[src/rtl/ptw_multilevel_pkg.sv]
// Shared types for the multi-level page-table walker: walk states, the PTE layout
// and the Sv32/Sv39 parameter sets.
package ptw_multilevel_pkg;

    typedef enum logic [2:0] {
        S_IDLE,
        S_RD_REQ,
        S_RD_WAIT,
        S_WB_REQ,
        S_WB_WAIT,
        S_ERROR,
        S_DRAIN
    } ptw_state_e;

    // Sv39 layout; a 32-bit Sv32 PTE is zero-extended into it, so rsvd reads as zero.
    typedef struct packed {
        logic [9:0]  rsvd;
        logic [43:0] ppn;
        logic [1:0]  rsw;
        logic        d;
        logic        a;
        logic        g;
        logic        u;
        logic        x;
        logic        w;
        logic        r;
        logic        v;
    } pte_t;

    typedef struct packed {
        logic valid;
        pte_t pte;
    } tlb_update_t;

    localparam int SV32_LEVELS = 2;
    localparam int SV32_VPN_W  = 10;
    localparam int SV32_PTE_W  = 32;
    localparam int SV32_PPN_W  = 22;
    localparam int SV32_PA_W   = 34;
    localparam int SV32_VA_W   = 32;

    localparam int SV39_LEVELS = 3;
    localparam int SV39_VPN_W  = 9;
    localparam int SV39_PTE_W  = 64;
    localparam int SV39_PPN_W  = 44;
    localparam int SV39_PA_W   = 56;
    localparam int SV39_VA_W   = 39;

    function automatic pte_t to_pte(input logic [63:0] raw);
        return pte_t'(raw);
    endfunction

endpackage

[src/rtl/ptw_pte_check.sv]
// Combinational classification of a fetched PTE: validity, pointer vs leaf,
// superpage alignment, access permission and the A/D-updated value.
module ptw_pte_check
    import ptw_multilevel_pkg::*;
#(
    parameter int VPN_W = 10,
    parameter int PTE_W = 32,
    parameter int PPN_W = 22,
    parameter int LVL_W = 1
) (
    input  logic [PTE_W-1:0] i_pte,
    input  logic [LVL_W-1:0] i_lvl,
    input  logic             i_instr,
    input  logic             i_store,
    input  logic             i_mxr,
    output logic             o_fault,
    output logic             o_is_ptr,
    output logic             o_changed,
    output logic [PTE_W-1:0] o_pte_new
);

    pte_t             w_pte;
    logic [PPN_W-1:0] w_ppn;
    logic [PPN_W-1:0] w_mask;
    logic             w_invalid;
    logic             w_misaligned;
    logic             w_perm_ok;
    logic             w_unused;

    assign w_pte  = to_pte(64'(i_pte));
    assign w_ppn  = PPN_W'(w_pte.ppn);
    // PPN bits that a superpage at this level must leave zero.
    assign w_mask = (PPN_W'(1) << (int'(i_lvl) * VPN_W)) - PPN_W'(1);

    assign w_invalid    = !w_pte.v || (!w_pte.r && w_pte.w) || (|w_pte.rsvd);
    assign o_is_ptr     = !w_pte.r && !w_pte.x;
    assign w_misaligned = |(w_ppn & w_mask);
    assign w_perm_ok    = (i_instr ? w_pte.x : (w_pte.r || (w_pte.x && i_mxr)))
                          && (!i_store || w_pte.w);

    assign o_fault   = w_invalid || (o_is_ptr ? (i_lvl == '0) : (w_misaligned || !w_perm_ok));
    assign o_pte_new = i_pte | PTE_W'({i_store, 7'h40});
    assign o_changed = (o_pte_new != i_pte);

    assign w_unused = ^{w_pte.rsw, w_pte.d, w_pte.a, w_pte.g, w_pte.u};

endmodule

[src/rtl/ptw_multilevel.sv]
// Hardware page-table walker serving ITLB/DTLB misses with A/D write-back,
// flush handling that drains an outstanding memory response.
module ptw_multilevel
    import ptw_multilevel_pkg::*;
#(
    parameter int LEVELS = 2,
    parameter int VPN_W  = 10,
    parameter int PTE_W  = 32,
    parameter int PPN_W  = 22,
    parameter int PA_W   = 34,
    parameter int VA_W   = 32,
    parameter int ASID_W = 1,
    localparam int LVL_W = (LEVELS > 1) ? $clog2(LEVELS) : 1
) (
    input  logic                    clk_i,
    input  logic                    rst_ni,
    input  logic                    flush_i,
    input  logic                    enable_translation_i,
    input  logic                    en_ld_st_translation_i,
    input  logic                    itlb_miss_i,
    input  logic [VA_W-1:0]         itlb_vaddr_i,
    input  logic                    dtlb_miss_i,
    input  logic [VA_W-1:0]         dtlb_vaddr_i,
    input  logic                    lsu_is_store_i,
    input  logic [PPN_W-1:0]        satp_ppn_i,
    input  logic [ASID_W-1:0]       asid_i,
    input  logic                    mxr_i,
    output logic                    mem_req_o,
    output logic                    mem_we_o,
    output logic [PA_W-1:0]         mem_addr_o,
    output logic [PTE_W-1:0]        mem_wdata_o,
    input  logic                    mem_gnt_i,
    input  logic                    mem_rvalid_i,
    input  logic [PTE_W-1:0]        mem_rdata_i,
    output logic                    tlb_upd_valid_o,
    output logic                    tlb_upd_instr_o,
    output logic [LVL_W-1:0]        tlb_upd_lvl_o,
    output logic [LEVELS*VPN_W-1:0] tlb_upd_vpn_o,
    output logic [ASID_W-1:0]       tlb_upd_asid_o,
    output logic [PTE_W-1:0]        tlb_upd_pte_o,
    output logic                    busy_o,
    output logic                    error_o,
    output logic [VA_W-1:0]         fault_addr_o,
    output logic                    itlb_miss_cnt_o,
    output logic                    dtlb_miss_cnt_o
);

    localparam int OFF_W = $clog2(PTE_W / 8);

    ptw_state_e        r_state, w_next;
    logic [VA_W-1:0]   r_vaddr;
    logic [ASID_W-1:0] r_asid;
    logic              r_store;
    logic              r_instr;
    logic [LVL_W-1:0]  r_lvl;
    logic              r_g;
    logic [PA_W-1:0]   r_ptr;
    logic [PTE_W-1:0]  r_pte;
    tlb_update_t       r_upd;

    logic              w_accept, w_take_d, w_descend, w_leaf, w_wb_done;
    logic              w_fault, w_is_ptr, w_changed;
    logic [PTE_W-1:0]  w_pte_new;
    logic [VA_W-1:0]   w_req_va;
    logic [LVL_W-1:0]  w_lvl_dn;
    logic [PTE_W-1:0]  w_gbit;

    function automatic logic [PA_W-1:0] make_ptr(input logic [PPN_W-1:0] ppn,
                                                 input logic [VA_W-1:0]  va,
                                                 input logic [LVL_W-1:0] lvl);
        logic [VPN_W-1:0] vpn;
        vpn = VPN_W'(va >> (12 + int'(lvl) * VPN_W));
        return PA_W'({ppn, vpn, {OFF_W{1'b0}}});
    endfunction

    ptw_pte_check #(
        .VPN_W(VPN_W),
        .PTE_W(PTE_W),
        .PPN_W(PPN_W),
        .LVL_W(LVL_W)
    ) u_check (
        .i_pte    (mem_rdata_i),
        .i_lvl    (r_lvl),
        .i_instr  (r_instr),
        .i_store  (r_store),
        .i_mxr    (mxr_i),
        .o_fault  (w_fault),
        .o_is_ptr (w_is_ptr),
        .o_changed(w_changed),
        .o_pte_new(w_pte_new)
    );

    assign w_req_va = w_take_d ? dtlb_vaddr_i : itlb_vaddr_i;
    assign w_lvl_dn = r_lvl - LVL_W'(1);
    assign w_gbit   = PTE_W'({r_g, 5'b0});

    always_comb begin
        // NOTE: every signal gets a default before the case so no path can infer a latch.
        w_next    = r_state;
        mem_req_o = 1'b0;
        mem_we_o  = 1'b0;
        w_accept  = 1'b0;
        w_take_d  = 1'b0;
        w_descend = 1'b0;
        w_leaf    = 1'b0;
        w_wb_done = 1'b0;
        case (r_state)
            S_IDLE: begin
                if (!flush_i) begin
                    if (dtlb_miss_i && en_ld_st_translation_i) begin
                        w_accept = 1'b1;
                        w_take_d = 1'b1;
                    end else if (itlb_miss_i && enable_translation_i) begin
                        w_accept = 1'b1;
                    end
                    if (w_accept) w_next = S_RD_REQ;
                end
            end
            S_RD_REQ, S_WB_REQ: begin
                mem_req_o = 1'b1;
                mem_we_o  = (r_state == S_WB_REQ);
                if (flush_i)        w_next = mem_gnt_i ? S_DRAIN : S_IDLE;
                else if (mem_gnt_i) w_next = (r_state == S_RD_REQ) ? S_RD_WAIT : S_WB_WAIT;
            end
            S_RD_WAIT: begin
                if (flush_i) begin
                    w_next = mem_rvalid_i ? S_IDLE : S_DRAIN;
                end else if (mem_rvalid_i) begin
                    if (w_fault) begin
                        w_next = S_ERROR;
                    end else if (w_is_ptr) begin
                        w_descend = 1'b1;
                        w_next    = S_RD_REQ;
                    end else begin
                        w_leaf = 1'b1;
                        w_next = w_changed ? S_WB_REQ : S_IDLE;
                    end
                end
            end
            S_WB_WAIT: begin
                if (flush_i) begin
                    w_next = mem_rvalid_i ? S_IDLE : S_DRAIN;
                end else if (mem_rvalid_i) begin
                    w_wb_done = 1'b1;
                    w_next    = S_IDLE;
                end
            end
            S_DRAIN: if (mem_rvalid_i || flush_i) w_next = S_IDLE;
            default: w_next = S_IDLE;
        endcase
    end

    always_ff @(posedge clk_i or negedge rst_ni) begin
        if (!rst_ni) r_state <= S_IDLE;
        else         r_state <= w_next;
    end

    // NOTE: state registers use non-blocking assignments so every flop samples pre-edge values.
    always_ff @(posedge clk_i or negedge rst_ni) begin
        if (!rst_ni) begin
            r_vaddr <= '0;
            r_asid  <= '0;
            r_store <= 1'b0;
            r_instr <= 1'b0;
            r_lvl   <= LVL_W'(LEVELS - 1);
            r_g     <= 1'b0;
            r_ptr   <= '0;
            r_pte   <= '0;
            r_upd   <= '0;
        end else begin
            r_upd.valid <= 1'b0;
            if (w_accept) begin
                r_vaddr <= w_req_va;
                r_asid  <= asid_i;
                r_store <= w_take_d && lsu_is_store_i;
                r_instr <= !w_take_d;
                r_lvl   <= LVL_W'(LEVELS - 1);
                r_g     <= 1'b0;
                r_ptr   <= make_ptr(satp_ppn_i, w_req_va, LVL_W'(LEVELS - 1));
            end
            if (w_descend) begin
                r_lvl <= w_lvl_dn;
                r_g   <= r_g | mem_rdata_i[5];
                r_ptr <= make_ptr(mem_rdata_i[10 +: PPN_W], r_vaddr, w_lvl_dn);
            end
            if (w_leaf) begin
                r_pte <= w_pte_new;
                if (!w_changed) begin
                    r_upd.valid <= 1'b1;
                    r_upd.pte   <= to_pte(64'(w_pte_new | w_gbit));
                end
            end
            if (w_wb_done) begin
                r_upd.valid <= 1'b1;
                r_upd.pte   <= to_pte(64'(r_pte | w_gbit));
            end
        end
    end

    assign mem_addr_o      = r_ptr;
    assign mem_wdata_o     = r_pte;
    assign tlb_upd_valid_o = r_upd.valid;
    assign tlb_upd_instr_o = r_instr;
    assign tlb_upd_lvl_o   = r_lvl;
    assign tlb_upd_vpn_o   = r_vaddr[12 +: LEVELS*VPN_W];
    assign tlb_upd_asid_o  = r_asid;
    assign tlb_upd_pte_o   = PTE_W'(r_upd.pte);
    assign busy_o          = (r_state != S_IDLE);
    assign error_o         = (r_state == S_ERROR) && !flush_i;
    assign fault_addr_o    = error_o ? r_vaddr : '0;
    assign itlb_miss_cnt_o = w_accept && !w_take_d;
    assign dtlb_miss_cnt_o = w_take_d;

endmodule

[config.mk]
export PLATFORM = sky130hd
export DESIGN_NAME = ptw_multilevel
export DESIGN_NICKNAME = d
export VERILOG_FILES = /design/src/rtl/ptw_multilevel_pkg.sv /design/src/rtl/ptw_pte_check.sv /design/src/rtl/ptw_multilevel.sv
export SDC_FILE = /design/constraint.sdc
export NUM_CORES = 1
export LEC_CHECK = 0
export ABC_AREA = 1
export BUFFER_PORTS_ARGS = -buffer_cell sky130_fd_sc_hd__buf_2
export CORE_AREA = 2 2 155 96
export CTS_CLUSTER_DIAMETER = 150
export DETAILED_ROUTE_END_ITERATION = 8
export DIE_AREA = 0 0 157 98
export GPL_TIMING_DRIVEN = 0
export PLACE_DENSITY = 0.8
export REMOVE_ABC_BUFFERS = 1
export SETUP_SLACK_MARGIN = 0.05
export SYNTH_ARGS = -nofsm -noshare
export SYNTH_HDL_FRONTEND = slang
export SYNTH_SLANG_ARGS = --single-unit
export TNS_END_PERCENT = 1
[constraint.sdc]
create_clock -name clk_i -period 1.8 [get_ports clk_i]
set_input_delay 0.18 -clock clk_i [delete_from_list [all_inputs] [get_ports clk_i]]
set_output_delay 0.18 -clock clk_i [all_outputs]
set_load 0.01 [all_outputs]
==> summary.txt <==
Outcome
  – Status: finished, violations left
  – Failing checks: setup timing

Synthesis
  – Fraction of post-synthesis cell area in the top cell type by area: 51.6%
  – Synthesis-stage register bit count: 137
  – Cell taking the most area after synthesis: dfrtp_1
  – Mapped Area: 0.00660 mm^2
  – Count leader, synth: nand2_1
  – FFs w/ async S/R, synth: 100%
  – Synthesized netlist cell count: 816
  – Post-synth top cells: nand2_1 (175), dfrtp_1 (136), nor2_1 (97), inv_1 (79), o21ai_0 (74)
  – YS warnings: 0
  – Mean Syn Cell Area: 8.08 um^2
  – Sequential area share after synthesis: 52.0%
  – Synth area leaders: dfrtp_1 (52%), nand2_1 (10%), o21ai_0 (5.6%)
  – Netlist cell types: 32
  – Top_reg_cell synth: dfrtp_1
  – EDFF count, synth: 0

Global routing
  – GR Util All Layers: 32.4%
  – First-pass GRT wire length: 37800 um
  – Total gr overflow: 0
  – Largest net degree at the start of global routing: 82
  – Initial antenna violation count: 0
  – Vias in the first global route: 6714

Final layout
  – Reg area: 0.00343 mm^2
  – # diodes: 0
  – Layout area overhead: 46.8%
  – FILL cells: 1101
  – Util after Layout: 68.8%
  – Layout cells sized above 1: 38.6%
  – Area of the multi-input gates: 0.00282 mm^2
  – Post-layout nets: 1261

Pwr
  – P_leak: 0.00535 uW
  – Sequential Power Share: 36.2%
  – Switching pwr: 4110 uW
  – Switching share of power: 34.6%
  – Final Power: 11900 uW
  – Int Power: 7760 uW
  – Power Density: 1230 mW/mm^2
  – Clk pwr share: 32.5%
  – Combinational share of power: 31.3%
  – Worst IR drop on VDD: 0.000728 V

Clocking
  – CTS buffer count: 17
  – Total clock sinks: 137
  – Clk pin slew, worst setup/hold paths: 0.06 ns
  – Htree depth: 4
  – CTS root buf: clkbuf_16
  – CTS tree: built
  – Longest Clk Path Bufs: 2
  – Clock latency on the worst-skew pair: 0.41 ns

Timing
  – Fin crit share: 112%
  – Final Hold Fails: 0
  – Max Clock Skew: 0.00865 ns
  – RSZ-0062 raised after global routing: true
  – Slew HR: 59.0%
  – Setup-failing EPs final: 133
  – Tmin final: 2.01 ns
  – Final WS setup: -0.209 ns
  – Worst slew pin tran: 0.615 ns
  – Fmax: 498 MHz
  – Final slew viol count: 0

Min path
  – Worst Hold Class: in -> reg

Route
  – WL/cell: 18.7 um
  – First-pass detailed-route iteration total: 7
  – DRT Wirelength: 25000 um
  – Via count: 7146
  – Antenna Nets Post-Route: 0
  – Number of remaining DRC errors: 0
  – Vias per cell: 5.33
  – 1st-iter DRT viols: 594

Critical path
  – Arrival time at the worst endpoint: 1.83 ns
  – CP max FO: 6
  – Worst Setup End Kind: output pin
  – Worst setup SP type: flop
  – Kind of critical path: reg -> out
  – Req. time, crit path: 1.62 ns

Job
  – MaxCap Viol Count: 0

Die
  – Die Span Y: 98 um
  – Die area: 0.0154 mm^2
  – Initial core utilization: 46.8%
  – Core region area: 0.0141 mm^2
  – Die W: 157 um
  – Io pins: 290
  – Num rows: 34

Place
  – Routability cong.: 0.893
  – Port buffer count: 287
  – Hpwl dp: 13800 um
cells in the final DEF, fill, tap and decap left out, types with 4 or more instances in the layout:
| cell type | count |
|---|---|
| nor2_2 | 10 |
| nand3_1 | 59 |
| buf_4 | 30 |
| a22oi_1 | 23 |
| clkinvlp_4 | 9 |
| buf_6 | 14 |
| o22ai_1 | 22 |
| clkbuf_16 | 18 |
| dlygate4sd3_1 | 7 |
| nand2_1 | 173 |
| nand3_4 | 7 |
| inv_1 | 74 |
| o21ai_0 | 48 |
| or2_1 | 10 |
| inv_2 | 4 |
| nand3_2 | 11 |
| bufinv_16 | 5 |
| nor2_1 | 85 |
| o21ai_1 | 34 |
| a21oi_1 | 5 |
| or2_0 | 17 |
| nor2_4 | 7 |
| buf_12 | 8 |
| dfrtp_1 | 133 |
| buf_2 | 286 |
cells by family after synthesis:
logic type	synth area share [%]
AND/OR/NAND/NOR	25.3
other	0.0569
AO/OA/AOI/OAI	12.3
flip-flops	52.0
buffers and inverters	10.3
power groups by stage:
stage                     sequential, uW  clock [uW]  combinational (uW)
after floorplan                     4580           0                1370
after global placement              4270           0                3000
after detailed placement            4300           0                3080
final                               4300        3860                3720
after global routing                4380        4040                4050
after CTS                           4270        3880                3530
worst paths after layout:
path | startpoint | end | slack (ns) | depth (start not counted)
max in group asynchronous | rst_ni | mem_addr_o[28] | 0.70 | 3
min in group asynchronous | rst_ni | r_vaddr[6] | 0.31 | 2
worst min register to register | mem_addr_o[20] | mem_addr_o[20] | 0.47 | 2
worst max-delay path | r_state[2] | fault_addr_o[10] | -0.21 | 7
worst max register to register | tlb_upd_lvl_o | tlb_upd_pte_o[22] | -0.16 | 9
worst min-delay path | asid_i | tlb_upd_asid_o | 0.002 | 3
metal layers:
layer  global-route usage [%]  wire length (um)  part of all wire, %
met4                     6.70               331                  1.3
met3                     7.68              2420                  9.7
met2                     50.1             11400                   45
met5                        0                 0                    0
met1                     46.7             10900                   44
worst max-delay path, cell delays in order (launching register included):
cell and delay, ns:
dfrtp_2 0.46, inv_4 0.08, nor3_4 0.24, buf_6 0.15
clkinvlp_4 0.10, buf_6 0.15, nor2_2 0.09, buf_2 0.14
cell type report:
class                   instances  area share [%]
repair buffers                350            22.3
multi-input cells             537            29.1
clock inverters                13            2.25
flip-flops and latches        137            35.5
inverters                      85            3.67
clock buffers                  18            4.43
repair inverters                3           0.233
well taps                     198            2.56
registers in the layout, indices dropped and copies added (netlist names):
signal / cells
r_g: 1
r_state: 3
mem_wdata_o: 32
tlb_upd_asid_o: 1
tlb_upd_instr_o: 1
tlb_upd_pte_o: 32
mem_addr_o: 32
r_store: 1
tlb_upd_lvl_o: 1
tlb_upd_valid_o: 1
r_vaddr: 32
what timing repair did:
action | 4_1_cts | 5_1_grt
setup endpoints to repair | 167 | 168
hold buffers | 7 | 0
pin swaps | 25 | 16
gates cloned | 12 | 0
setup buffers | 44 | 7
hold endpoints to repair | 64 | 0
resized for setup | 69 | 47
stage by stage:
| stage | setup WS [ns] | std cells | setup TNS, ns | hold slack (ns) | instance area (um^2) |
|---|---|---|---|---|---|
| final | -0.209 | 1341 | -14.94 | 0.00166 | 9680 |
| after global routing | -0.274 | 1341 | -25.68 | 0.0132 | 9680 |
| after CTS | -0.174 | 1335 | -9.68 | 0.000356 | 9560 |
| after detailed placement | -1.27 | 1241 | -145.61 | 0.196 | 8030 |
| after global placement | -1.99 | 1237 | -408.10 | 0.382 | 7920 |
| after floorplan | -0.789 | 752 | -67.18 | -0.116 | 6240 |
Note: power is estimated with default switching activity, not from simulation.
